[config.mk]
export PLATFORM = sky130hd
export DESIGN_NAME = memory_cycle_flat
export DESIGN_NICKNAME = d
export VERILOG_FILES = /design/src/rtl/memory_cycle_if.sv /design/src/rtl/memory_cycle.sv /design/src/flat_wrapper.sv
export SDC_FILE = /design/constraint.sdc
export NUM_CORES = 1
export LEC_CHECK = 0
export ABC_AREA = 1
export CAP_MARGIN = 0
export CORE_MARGIN = 4
export CORE_UTILIZATION = 41
export CTS_BUF_LIST = sky130_fd_sc_hd__clkbuf_4
export DETAILED_ROUTE_END_ITERATION = 7
export PLACE_DENSITY = 0.92
export RECOVER_POWER = 25
export SETUP_SLACK_MARGIN = 0.1
export SYNTH_ARGS = -nofsm -noshare
export SYNTH_HDL_FRONTEND = slang
export SYNTH_SLANG_ARGS = --single-unit
[constraint.sdc]
create_clock -name clk_i -period 1.9 [get_ports clk_i]
set_input_delay 0.475 -clock clk_i [delete_from_list [all_inputs] [get_ports clk_i]]
set_output_delay 0.475 -clock clk_i [all_outputs]
set_load 0.01 [all_outputs]
[src/rtl/memory_cycle_if.sv]
// Data-memory request/acknowledge bus between the MEM stage (master) and
// the data memory (slave).
interface memory_cycle_if;
  logic        req;
  logic        we;
  logic [31:0] addr;
  logic [31:0] wdata;
  logic [3:0]  be;
  logic        ack;
  logic [31:0] rdata;

  modport master (output req, we, addr, wdata, be, input ack, rdata);
  modport slave  (input req, we, addr, wdata, be, output ack, rdata);
endinterface

[src/rtl/memory_cycle.sv]
// RV32I memory stage: issues loads/stores on the req/ack bus, stalls the front
// of the pipeline while an access is outstanding, and drives the MEM/WB register.
module memory_cycle (
  input  logic        clk_i,
  input  logic        rst_i,
  input  logic [31:0] MEM_alu_data,
  input  logic [31:0] MEM_rs2_data,
  input  logic [31:0] MEM_pc_four,
  input  logic [4:0]  MEM_rd_addr,
  input  logic        MEM_rd_wren,
  input  logic [8:0]  MEM_mem_en,
  input  logic [1:0]  MEM_wb_en,
  output logic [31:0] MEM_fwd_data,
  output logic        MEM_stall,
  memory_cycle_if.master dmem,
  output logic [31:0] WB_alu_data,
  output logic [31:0] WB_ld_data,
  output logic [31:0] WB_pc_four,
  output logic [4:0]  WB_rd_addr,
  output logic        WB_rd_wren,
  output logic [1:0]  WB_wb_en,
  output logic        WB_misalign
);

  typedef enum logic {IDLE, BUSY} state_t;
  state_t state_reg;

  logic [1:0]  off;
  logic        is_store, is_half, is_word, access, misalign, aligned, ack_hit;
  logic [3:0]  be_next;
  logic [31:0] wdata_next;
  logic [31:0] ld_next;
  logic [7:0]  rd_byte [4];
  logic [7:0]  byte_sel;
  logic [15:0] half_sel;
  logic        unused_mem_en8;

  // Bit 8 of the access type is reserved and deliberately ignored.
  assign unused_mem_en8 = MEM_mem_en[8];

  assign off      = MEM_alu_data[1:0];
  assign is_store = |MEM_mem_en[2:0];
  assign is_half  = MEM_mem_en[1] | MEM_mem_en[4] | MEM_mem_en[7];
  assign is_word  = MEM_mem_en[2] | MEM_mem_en[5];
  assign access   = |MEM_mem_en[7:0];
  assign misalign = (is_half & off[0]) | (is_word & (off != 2'b00));
  assign aligned  = access & ~misalign;
  assign ack_hit  = (state_reg == BUSY) & dmem.ack;

  assign MEM_fwd_data = MEM_alu_data;
  assign MEM_stall    = aligned & ~ack_hit;

  // Per byte lane: store enable, replicated store data and read-back byte.
  generate
    for (genvar gi = 0; gi < 4; gi++) begin : g_lane
      localparam logic [1:0] LANE = 2'(gi);
      assign be_next[gi] = is_store & (MEM_mem_en[2]
                         | (MEM_mem_en[1] & (off[1] == LANE[1]))
                         | (MEM_mem_en[0] & (off == LANE)));
      assign wdata_next[8*gi +: 8] = MEM_mem_en[2] ? MEM_rs2_data[8*gi +: 8] :
                                     MEM_mem_en[1] ? MEM_rs2_data[8*(gi%2) +: 8] :
                                                     MEM_rs2_data[7:0];
      assign rd_byte[gi] = dmem.rdata[8*gi +: 8];
    end
  endgenerate

  assign byte_sel = rd_byte[off];
  assign half_sel = off[1] ? dmem.rdata[31:16] : dmem.rdata[15:0];

  always_comb begin
    ld_next = '0;
    if (MEM_mem_en[3])      ld_next = {{24{byte_sel[7]}}, byte_sel};
    else if (MEM_mem_en[6]) ld_next = {24'b0, byte_sel};
    else if (MEM_mem_en[4]) ld_next = {{16{half_sel[15]}}, half_sel};
    else if (MEM_mem_en[7]) ld_next = {16'b0, half_sel};
    else if (MEM_mem_en[5]) ld_next = dmem.rdata;
  end

  always_ff @(posedge clk_i) begin
    if (rst_i) begin
      state_reg   <= IDLE;
      dmem.req    <= 1'b0;
      dmem.we     <= 1'b0;
      dmem.addr   <= '0;
      dmem.wdata  <= '0;
      dmem.be     <= '0;
      WB_alu_data <= '0;
      WB_ld_data  <= '0;
      WB_pc_four  <= '0;
      WB_rd_addr  <= '0;
      WB_rd_wren  <= 1'b0;
      WB_wb_en    <= '0;
      WB_misalign <= 1'b0;
    end else begin
      WB_alu_data <= MEM_alu_data;
      WB_pc_four  <= MEM_pc_four;
      WB_rd_addr  <= MEM_rd_addr;
      WB_ld_data  <= ack_hit ? ld_next : 32'b0;
      // A stalled instruction leaves a bubble behind it in MEM/WB.
      if (MEM_stall) begin
        WB_rd_wren  <= 1'b0;
        WB_wb_en    <= '0;
        WB_misalign <= 1'b0;
      end else begin
        WB_rd_wren  <= MEM_rd_wren & ~misalign;
        WB_wb_en    <= MEM_wb_en;
        WB_misalign <= misalign;
      end

      case (state_reg)
        IDLE: begin
          if (aligned) begin
            dmem.req   <= 1'b1;
            dmem.we    <= is_store;
            dmem.addr  <= {MEM_alu_data[31:2], 2'b00};
            dmem.be    <= be_next;
            dmem.wdata <= wdata_next;
            state_reg  <= BUSY;
          end
        end
        BUSY: begin
          if (dmem.ack) begin
            dmem.req  <= 1'b0;
            state_reg <= IDLE;
          end
        end
        default: state_reg <= IDLE;
      endcase
    end
  end

endmodule
[src/flat_wrapper.sv]
// flat-port wrapper written by rule: the top's interface ports become plain ports
module memory_cycle_flat 
  (clk_i, rst_i, MEM_alu_data, MEM_rs2_data, MEM_pc_four, MEM_rd_addr, MEM_rd_wren, MEM_mem_en, MEM_wb_en, MEM_fwd_data, MEM_stall, WB_alu_data, WB_ld_data, WB_pc_four, WB_rd_addr, WB_rd_wren, WB_wb_en, WB_misalign, dmem_req, dmem_we, dmem_addr, dmem_wdata, dmem_be, dmem_ack, dmem_rdata);
  memory_cycle_if dmem_i ();
  input  logic clk_i;
  input  logic rst_i;
  input  logic [31:0] MEM_alu_data;
  input  logic [31:0] MEM_rs2_data;
  input  logic [31:0] MEM_pc_four;
  input  logic [4:0] MEM_rd_addr;
  input  logic MEM_rd_wren;
  input  logic [8:0] MEM_mem_en;
  input  logic [1:0] MEM_wb_en;
  output logic [31:0] MEM_fwd_data;
  output logic MEM_stall;
  output logic [31:0] WB_alu_data;
  output logic [31:0] WB_ld_data;
  output logic [31:0] WB_pc_four;
  output logic [4:0] WB_rd_addr;
  output logic WB_rd_wren;
  output logic [1:0] WB_wb_en;
  output logic WB_misalign;
  output wire logic [$bits(dmem_i.req)-1:0] dmem_req;
  output wire logic [$bits(dmem_i.we)-1:0] dmem_we;
  output wire logic [$bits(dmem_i.addr)-1:0] dmem_addr;
  output wire logic [$bits(dmem_i.wdata)-1:0] dmem_wdata;
  output wire logic [$bits(dmem_i.be)-1:0] dmem_be;
  input wire logic [$bits(dmem_i.ack)-1:0] dmem_ack;
  input wire logic [$bits(dmem_i.rdata)-1:0] dmem_rdata;
  assign dmem_req = dmem_i.req;
  assign dmem_we = dmem_i.we;
  assign dmem_addr = dmem_i.addr;
  assign dmem_wdata = dmem_i.wdata;
  assign dmem_be = dmem_i.be;
  assign dmem_i.ack = dmem_ack;
  assign dmem_i.rdata = dmem_rdata;
  memory_cycle u_core (.clk_i(clk_i), .rst_i(rst_i), .MEM_alu_data(MEM_alu_data), .MEM_rs2_data(MEM_rs2_data), .MEM_pc_four(MEM_pc_four), .MEM_rd_addr(MEM_rd_addr), .MEM_rd_wren(MEM_rd_wren), .MEM_mem_en(MEM_mem_en), .MEM_wb_en(MEM_wb_en), .MEM_fwd_data(MEM_fwd_data), .MEM_stall(MEM_stall), .dmem(dmem_i), .WB_alu_data(WB_alu_data), .WB_ld_data(WB_ld_data), .WB_pc_four(WB_pc_four), .WB_rd_addr(WB_rd_addr), .WB_rd_wren(WB_rd_wren), .WB_wb_en(WB_wb_en), .WB_misalign(WB_misalign));
endmodule
==> results of run 1 <==
synthesized netlist by cell type:
cell,number
o21ai_1,2
inv_1,113
nor2_1,104
conb_1,1
clkinv_1,5
a21boi_0,2
a21oi_2,10
buf_2,13
inv_2,1
nor2_4,1
o211ai_1,5
buf_1,3
a31oi_1,16
nand2_1,179
buf_6,9
nand3_2,11
clkbuf_1,26
dfxtp_1,174
nand3_1,73
o21ai_0,30
o21a_1,8
buf_8,1
nor2_2,3
buf_4,36
nand2_2,1
nor3_1,1
a21oi_1,79
worst max-delay path, delay by kind of cell:
family                 cells  cell delay [ps]
buffers and inverters      3              280
AND/OR/NAND/NOR            6              580
what timing repair did:
action                     4_1_cts  5_1_grt
setup buffers                    4        5
resized for setup              231       29
setup endpoints to repair      254        3
pin swaps                        7        8
cloned                           0        0
final cells by class:
class,count,area share
diodes,1,0.000231
clock buffers,18,0.0125
clock inverters,14,0.0128
inverters,119,0.0416
multi-input cells,527,0.229
flip-flops and latches,174,0.322
well taps,220,0.0254
repair buffers,436,0.357
stage by stage:
| step | power, uW | setup TNS (ps) | std cells | worst slack [ps] |
|---|---|---|---|---|
| 6_report | 7620 | 0 | 1509 | 88.7 |
| 5_1_grt | 7960 | 0 | 1509 | 57.3 |
| 4_1_cts | 7670 | -37.1 | 1503 | -37.1 |
| 3_5_place_dp | 5730 | -45970 | 1467 | -681 |
| 3_3_place_gp | 5680 | -37830 | 1467 | -593 |
| 2_1_floorplan | 4720 | 0 | 908 | 137 |
routing by layer:
layer | track usage | vias up
met5 | 0 | -
met4 | 0.113 | 0
met3 | 0.0673 | 69
met2 | 0.449 | 335
met1 | 0.290 | 3424
li1 | - | 3545
cells by family after synthesis:
logic type             after synthesis  share of synthesized area
other                                1                   0.000541
AO/OA/AOI/OAI                      152                      0.124
AND/OR/NAND/NOR                    373                      0.228
flip-flops                         174                      0.503
buffers and inverters              207                      0.145
worst max path at each step:
stage,cells past startpoint,to
floorplan,9,MEM_stall
global placement,9,MEM_stall
detailed placement,9,MEM_stall
CTS,9,MEM_stall
global route,9,MEM_stall
finish,9,MEM_stall
cell usage in the layout (no fill, tap or decap):
master | Yosys | routed
clkinv_4 | 0 | 1
a21oi_1 | 79 | 79
clkbuf_2 | 0 | 10
nand2_2 | 1 | 5
a31oi_1 | 16 | 16
inv_2 | 1 | 1
inv_1 | 113 | 112
conb_1 | 1 | 2
dlygate4sd3_1 | 0 | 1
nand2_1 | 179 | 175
diode_2 | 0 | 1
nor3_1 | 1 | 1
nor2_4 | 1 | 5
nand3_1 | 73 | 73
buf_12 | 0 | 3
bufinv_16 | 0 | 2
clkdlybuf4s50_1 | 0 | 134
nand3_2 | 11 | 11
o21ai_0 | 30 | 30
a21oi_2 | 10 | 10
a21boi_0 | 2 | 2
nor2_2 | 3 | 1
inv_6 | 0 | 5
buf_2 | 13 | 2
o21a_1 | 8 | 8
clkdlybuf4s15_1 | 0 | 1
clkbuf_1 | 26 | 3
o21ai_1 | 2 | 1
dlygate4sd2_1 | 0 | 204
o21ai_2 | 0 | 1
clkinv_1 | 5 | 6
o211ai_1 | 5 | 5
dfxtp_1 | 174 | 174
clkinv_2 | 0 | 6
buf_4 | 36 | 73
nor2_1 | 104 | 102
clkbuf_4 | 0 | 23
power by group:
part           switching [uW]  internal, uW  leakage (uW)  total, uW
sequential               68.1          3840       0.00143       3900
combinational             837           757       0.00393       1590
clock                    1320           801      0.000154       2120
total                    2220          5390       0.00552       7620
==> results by group, run 1 <==
Global route
  – Total track usage: 0.255
  – Total global routing overflow: 0
  – First-pass GRT wire length: 39.0 mm
  – Vias in the first global route: 7,406
  – Largest net degree at the start of global routing: 95
  – Initial antenna violation count: 1

Layout
  – Area of the multi-input gates: 2480 sq um
  – FF/Latch Area: 3480 sq um
  – Core Util, Final: 0.653
  – Final net count: 1,423
  – Fillers: 1,386
  – Proportion of layout cells with a drive suffix above 1: 0.123
  – Final instance area: 10,800 sq um
  – Area Overhead vs Synth: 56.3%

Detailed routing
  – Post-route ant nets: 0
  – Drt first pass iters: 5
  – DRC: 0
  – DRT iter0 DRCs: 477
  – Top sig layer: met4
  – Via count: 7,373
  – DR WL met3: 1.91 mm
  – Metal2 WL: 13.0 mm
  – WL per Instance: 17.0 um
  – M1 WL: 9.68 mm
  – DR vias/cell: 4.89
  – Total Routed Length: 25.6 mm

CTS
  – CTS sink count: 174
  – Worst skew pair latency: 550 ps
  – CTS Buf Count: 17
  – Root buf cell: clkbuf_4
  – Longest Clk Path Bufs: 2
  – Clk slew on worst S/H paths: 130 ps
  – Hold_buf cts: 0
  – CTS tree: built
  – H-tree levels: 4

Yosys
  – YS warnings: 0
  – Area share of the largest cell type after synthesis: 0.503
  – Sequential-to-total area share from yosys stat: 0.503
  – Mapped Cells: 907
  – Post-Synthesis Cell Area: 6930 sq um
  – Post-synthesis cell type count: 27
  – Cell taking the most area after synthesis: dfxtp_1
  – Mean Syn Cell Area: 7.64 sq um
  – Synthesis-stage register bit count: 174
  – Synth area leaders: dfxtp_1 (50%), nand2_1 (9.7%), inv_1 (6.1%)

Die
  – Die Ht: 138 um
  – Die area: 19,000 sq um
  – Initial Utilization: 0.418
  – Chip width: 138 um
  – Ports: 356
  – Row cnt: 47
  – CORE AREA: 16,600 sq um

Critical path
  – CP endpoint kind: output port
  – Critical-path cell list: clkbuf_2, nor2_4, nand2_1, nand2_2, nand2_2, nor2_4, nand2_2, inv_1, buf_2
  – Max incr delay on CP: 150 ps
  – Critical Path RT: 1420 ps
  – Reg2reg start: u_core.state_reg
  – Worst-path maximum fanout: 3
  – Crit Path Category: input pin to output port
  – Worst EP arrival: 1340 ps
  – CP most frequent cell: nand2_2
  – Depth of the most critical reg-to-reg path: 6
  – Critical Path Start Type: input pin
  – Critical Path Source: MEM_mem_en[4]
  – Worst R2R End: u_core.dmem.addr[15]
  – Worst reg-to-reg setup slack: 340 ps
  – CP max stage cell: nor2_4

Timing
  – Slew headroom: 0.104
  – Hold_ws: 310 ps
  – Crit share post-route: 0.953
  – Final worst clock skew: 27.6 ps
  – RSZ-0062 raised after global routing: true
  – F_max: 552 MHz
  – Setup violations, final: 0
  – Fin. Hold Viols: 0
  – Tightest Pin Transition: 1340 ps
  – Minimum clock period: 1810 ps
  – Slew Limit Fails: 0

Pwr
  – Pleak: 0.00552 uW
  – Peak supply drop: 551 uV
  – Pwr/cell area: 703 nW/um^2

Run
  – MaxCap Viol Count: 0

Hold path
  – Worst Hold End: u_core.WB_alu_data[0]
  – Hold Startpoint: MEM_alu_data[0]
  – Hold depth: 4
  – Hold Path Class: input pin to flip-flop

Outcome
  – Outcome: completed

Placed design
  – IO buf count: 352
  – Placer Congestion: 0.949
  – Hpwl dp: 19.4 mm
  – Area of placed instances: 10,800 sq um
No activity file was read; power rests on OpenSTA's default activity.
==> inputs of run 2 (changes only) <==
--- a/config.mk
+++ b/config.mk
@@ -6,6 +6,7 @@
 export NUM_CORES = 1
 export LEC_CHECK = 0
 export ABC_AREA = 1
+export ABC_CLOCK_PERIOD_IN_PS = 1900
 export CAP_MARGIN = 0
 export CORE_MARGIN = 4
 export CORE_UTILIZATION = 41
==> results of run 2 <==
The final DEF is identical to that of run 1; final timing and power are the same.
